`src/rtl/f_ADD.sv`:
```
// N-bit ripple-carry adder used as the single arithmetic element of the ALU datapath.
module f_ADD #(
    parameter int unsigned N = 8
) (
    input  logic [N-1:0] a,
    input  logic [N-1:0] b,
    input  logic         c_in,
    output logic [N-1:0] sum,
    output logic         c_out
);

    logic c;

    // A variable carry is used so the chain is a single combinational process.
    always_comb begin
        c   = c_in;
        sum = '0;
        for (int i = 0; i < N; i++) begin
            sum[i] = a[i] ^ b[i] ^ c;
            c      = (a[i] & b[i]) | (c & (a[i] ^ b[i]));
        end
        c_out = c;
    end

endmodule

```
`src/rtl/shift_add_mul.sv`:
```
// Multi-cycle unsigned N x N -> 2N shift-add multiplier, one multiplier bit per clock.
// Optional macro SHIFT_ADD_MUL_ZERO_BYPASS_EN: zero operands complete in one cycle.
module shift_add_mul #(
    parameter int unsigned N = 8
) (
    input  logic           clk,
    input  logic           rst_n,
    input  logic           start,
    input  logic [N-1:0]   a,
    input  logic [N-1:0]   b,
    output logic           busy,
    output logic           done,
    output logic [2*N-1:0] product
);

    localparam int unsigned CntW = $clog2(N + 1);

    localparam logic [1:0] StIdle = 2'd0;
    localparam logic [1:0] StRun  = 2'd1;
    localparam logic [1:0] StDone = 2'd2;

    logic [1:0]     st_q, st_d;
    logic [N-1:0]   m_q, m_d;
    logic [N-1:0]   acc_q, acc_d;
    logic [N-1:0]   mq_q, mq_d;
    logic [CntW-1:0] cnt_q, cnt_d;
    logic [2*N-1:0] product_q, product_d;

    logic [N-1:0]   add_sum;
    logic           add_cout;
    logic [2*N-1:0] shifted;

    f_ADD #(
        .N (N)
    ) u_add (
        .a     (acc_q),
        .b     (m_q),
        .c_in  (1'b0),
        .sum   (add_sum),
        .c_out (add_cout)
    );

    // Carry-out lands in acc[N-1] so no product bit is ever lost.
    assign shifted = mq_q[0] ? {add_cout, add_sum, mq_q[N-1:1]}
                             : {1'b0, acc_q, mq_q[N-1:1]};

    always_comb begin
        st_d      = st_q;
        m_d       = m_q;
        acc_d     = acc_q;
        mq_d      = mq_q;
        cnt_d     = cnt_q;
        product_d = product_q;
        case (st_q)
            StIdle: begin
                if (start) begin
`ifdef SHIFT_ADD_MUL_ZERO_BYPASS_EN
                    if ((a == '0) || (b == '0)) begin
                        product_d = '0;
                        st_d      = StDone;
                    end else begin
                        m_d   = a;
                        mq_d  = b;
                        acc_d = '0;
                        cnt_d = CntW'(N);
                        st_d  = StRun;
                    end
`else
                    m_d   = a;
                    mq_d  = b;
                    acc_d = '0;
                    cnt_d = CntW'(N);
                    st_d  = StRun;
`endif
                end
            end
            StRun: begin
                acc_d = shifted[2*N-1:N];
                mq_d  = shifted[N-1:0];
                cnt_d = cnt_q - CntW'(1);
                if (cnt_q == CntW'(1)) begin
                    product_d = shifted;
                    st_d      = StDone;
                end
            end
            StDone: st_d = StIdle;
            default: st_d = StIdle;
        endcase
    end

    always_ff @(posedge clk or negedge rst_n) begin
        if (!rst_n) begin
            st_q      <= StIdle;
            m_q       <= '0;
            acc_q     <= '0;
            mq_q      <= '0;
            cnt_q     <= '0;
            product_q <= '0;
        end else begin
            st_q      <= st_d;
            m_q       <= m_d;
            acc_q     <= acc_d;
            mq_q      <= mq_d;
            cnt_q     <= cnt_d;
            product_q <= product_d;
        end
    end

    assign busy    = (st_q == StRun);
    assign done    = (st_q == StDone);
    assign product = product_q;

endmodule

```
`config.mk`:
```
export PLATFORM = sky130hd
export DESIGN_NAME = shift_add_mul
export DESIGN_NICKNAME = d
export VERILOG_FILES = /design/src/rtl/f_ADD.sv /design/src/rtl/shift_add_mul.sv
export SDC_FILE = /design/constraint.sdc
export NUM_CORES = 1
export LEC_CHECK = 0
export CAP_MARGIN = 10
export CORE_MARGIN = 2
export CORE_UTILIZATION = 50
export DETAILED_ROUTE_END_ITERATION = 8
export PLACE_DENSITY = 0.82
export RECOVER_POWER = 100
export SLEW_MARGIN = 30
export SYNTH_ARGS = -nofsm -noshare
export SYNTH_HDL_FRONTEND = slang
export SYNTH_SLANG_ARGS = --single-unit
export TNS_END_PERCENT = 5
```
`constraint.sdc`:
```
create_clock -name clk -period 5.9 [get_ports clk]
set_input_delay 1.18 -clock clk [delete_from_list [all_inputs] [get_ports clk]]
set_output_delay 1.18 -clock clk [all_outputs]
set_load 0.05 [all_outputs]
```
==> results.sh <==
export IMPL_grt_pass1_vias=1543
export IMPL_crit_chain="ha_1 -> fa_1 -> inv_1 -> fa_1 -> inv_1 -> fa_1 -> inv_1 -> fa_1 -> fa_1 -> fa_1 -> inv_1 -> fa_1 -> mux2_1 -> mux2_1"
export IMPL_crit_path_top_delay_cell="fa_1"
export IMPL_start_kind="flip-flop"
export IMPL_first_pass_iters=4
export IMPL_antenna_found_initial=0
export IMPL_reg2reg_setup_slack_ns=2.14
export IMPL_min_path_cells=1
export IMPL_initial_core_util=0.509
export IMPL_yosysTopAreaCell="dfrtp_1"
export IMPL_synth_common_cells="dfrtp_1, inv_1, mux2_2"
export IMPL_end_kind="flip-flop"
export IMPL_grt_overflow=0
export IMPL_synth_area_leaders="dfrtp_1, mux2_2, fa_1"
export IMPL_numCtsBuffers=5
export IMPL_vias=1450
export IMPL_clock_sinks=46
export IMPL_critPathKind="reg -> reg"
export IMPL_post_route_min_period_ns=3.76
export IMPL_vias_per_cell=5.45
export IMPL_reg2regPathDepth=14
export IMPL_cts_setup_buffers=0
export IMPL_drtAntennaViolNets=0
export IMPL_worst_path_stages=14
export IMPL_crit_top_cell="fa_1"
export IMPL_crit_arrival_ns=3.93
export IMPL_grt_max_degree=47
export IMPL_period_share=0.637
export IMPL_critPathMaxStageDelay_ns=0.40
export IMPL_status="complete, but fails checks"
export IMPL_cts_tree="built"
export IMPL_grt_setup_unrepaired="no"
export IMPL_mappedNetlistArea_um2=2190
export IMPL_cts_resized=0
export IMPL_violations="capacitance limit, slew limit"
export IMPL_holdCritPathClass="reg -> reg"
export IMPL_ys_seq_area_frac=0.526
export IMPL_syn_area_per_cell_um2=12.2
export IMPL_worst_ep_required_time_ns=6.08
export IMPL_diodes=0
export IMPL_hold_buffers=0
export IMPL_placement_rows=24
export IMPL_crit_fanout=3
export IMPL_yosysUniqueCellTypes=32
export IMPL_worst_slew_pin_slew_ns=2.40
export IMPL_syn_inst=179
export IMPL_fp_dieW_um=70.1
export IMPL_p_leak_nw=1.19
export IMPL_drt_wl_total_um=4050
export IMPL_remaining_drc_errors=0
export IMPL_insertion_delay_ns=0.29
export IMPL_port_buffer_count=36
export IMPL_final_setup_viol_count=0
export IMPL_yosysWarnings=0
export IMPL_area_growth_pct=18.5
export IMPL_fp_dieH_um=70.1
export IMPL_clockRootBuffer="clkbuf_8"
export IMPL_final_util=0.604
export IMPL_max_slew_margin=-0.598
export IMPL_synth_edf_count=0
export IMPL_grt_first_pass_wirelength_um=7130
export IMPL_fin_skew_ns=0.00716
export IMPL_place_congestion=0.826
export IMPL_placed_area_um2=2570
export IMPL_max_freq_ghz=0.266
export IMPL_async_flop_share=1.00
export IMPL_hold_violations=0
export IMPL_synth_main_ff_cell="dfrtp_1"
export IMPL_setup_tns_ns=0
export IMPL_drv_slew=61
export IMPL_die_area_um2=4920
export IMPL_fillers=362
export IMPL_dpl_hpwl_um=2870
export IMPL_cp_top_family="adder cells"
export IMPL_synthesis_nets=208
export IMPL_cts_clk_slew_worst_paths_ns=0.08
export IMPL_maxCapViolCount=2
export IMPL_h_tree_depth=2
export IMPL_routedWlPerCell_um=15.2
export IMPL_synth_most_common_cell="dfrtp_1"
export IMPL_grt_usage=0.188
export IMPL_drt_iter0_drc=55
export IMPL_drive_gt1_frac=0.0888
export IMPL_p_per_area_nw_per_um2=560
export IMPL_nets=243
export IMPL_core_area_um2=4290
export IMPL_synth_top_area_frac=0.526
export IMPL_ys_ff_latch=46
export IMPL_vdd_drop_max_mv=0.212
export IMPL_critical_path_buf_inv_count=4
export IMPL_clockBufferDepth=2
export IMPL_io_pins=37
export IMPL_postLayoutCellArea_um2=2590
metal layers:
metal,global-route usage,vias to the layer above,share of wire
li1,-,681,-
met1,0.241,732,0.43
met2,0.308,28,0.51
met3,0.0505,9,0.035
met4,0.0726,0,0.020
met5,0,-,0
report_power, final:
group | internal (mW) | switching, mW | total [mW]
Sequential | 0.460 | 0.114 | 0.574
Clock | 0.0816 | 0.0955 | 0.177
Combinational | 0.286 | 0.415 | 0.701
Total | 0.827 | 0.624 | 1.45
final timing paths:
kind / from / to
max in group asynchronous: rst_n / product[6]
min: product[9] / product[9]
min reg2reg: product[9] / product[9]
min in group asynchronous: rst_n / product[0]
max: acc_q[0] / product[14]
max reg2reg: acc_q[0] / product[14]
stage by stage:
stage,power [mW],cells,hold slack (ns),setup WS (ns)
floorplan,1.13,179,0.468,2.41
detailed placement,1.35,259,0.493,2.19
CTS,1.54,266,0.510,2.17
global route,1.57,266,0.512,1.98
finish,1.45,266,0.494,2.14
global placement,1.32,259,0.488,2.34
sequential cells by signal, indices dropped and copies added (netlist names):
| name | flops |
|---|---|
| m_q | 8 |
| product | 16 |
| mq_q | 8 |
| st_q | 2 |
| acc_q | 8 |
| cnt_q | 4 |
kinds of logic (layout without fill, tap and decap cells):
group	Yosys count	after routing	share of synthesized area
mux	26	26	0.146
flops	46	46	0.526
buf+inv	28	63	0.0543
compound gates	40	40	0.118
simple gates	29	29	0.0744
fa+ha+maj	10	10	0.0812
area by class of cell:
type | count | area [um^2] | area share
multi-input combinational | 105 | 871 | 0.336
inverter | 20 | 75.1 | 0.0290
clock buffer | 7 | 76.3 | 0.0294
tap | 52 | 65.1 | 0.0251
timing repair buffer | 36 | 354 | 0.137
sequential | 46 | 1150 | 0.444
layout by cell type (no fill, tap or decap), drive strengths merged:
| cell type | instances |
|---|---|
| nor3 | 1 |
| a22o | 7 |
| a22oi | 6 |
| ha | 3 |
| a21oi | 6 |
| nor3b | 2 |
| and2 | 1 |
| nor2 | 3 |
| o2bb2ai | 1 |
| a31oi | 2 |
| mux2i | 3 |
| clkdlybuf4s50 | 16 |
| dfrtp | 46 |
| o21ai | 15 |
| o21bai | 1 |
| clkbuf | 8 |
| dlygate4sd3 | 19 |
| nand2b | 1 |
| or3b | 1 |
| a211oi | 1 |
| nand3 | 1 |
| nand3b | 1 |
| nand2 | 14 |
| fa | 7 |
| inv | 20 |
| nor2b | 4 |
| mux2 | 23 |
| o22ai | 1 |
(Power assumes the default switching activity.)
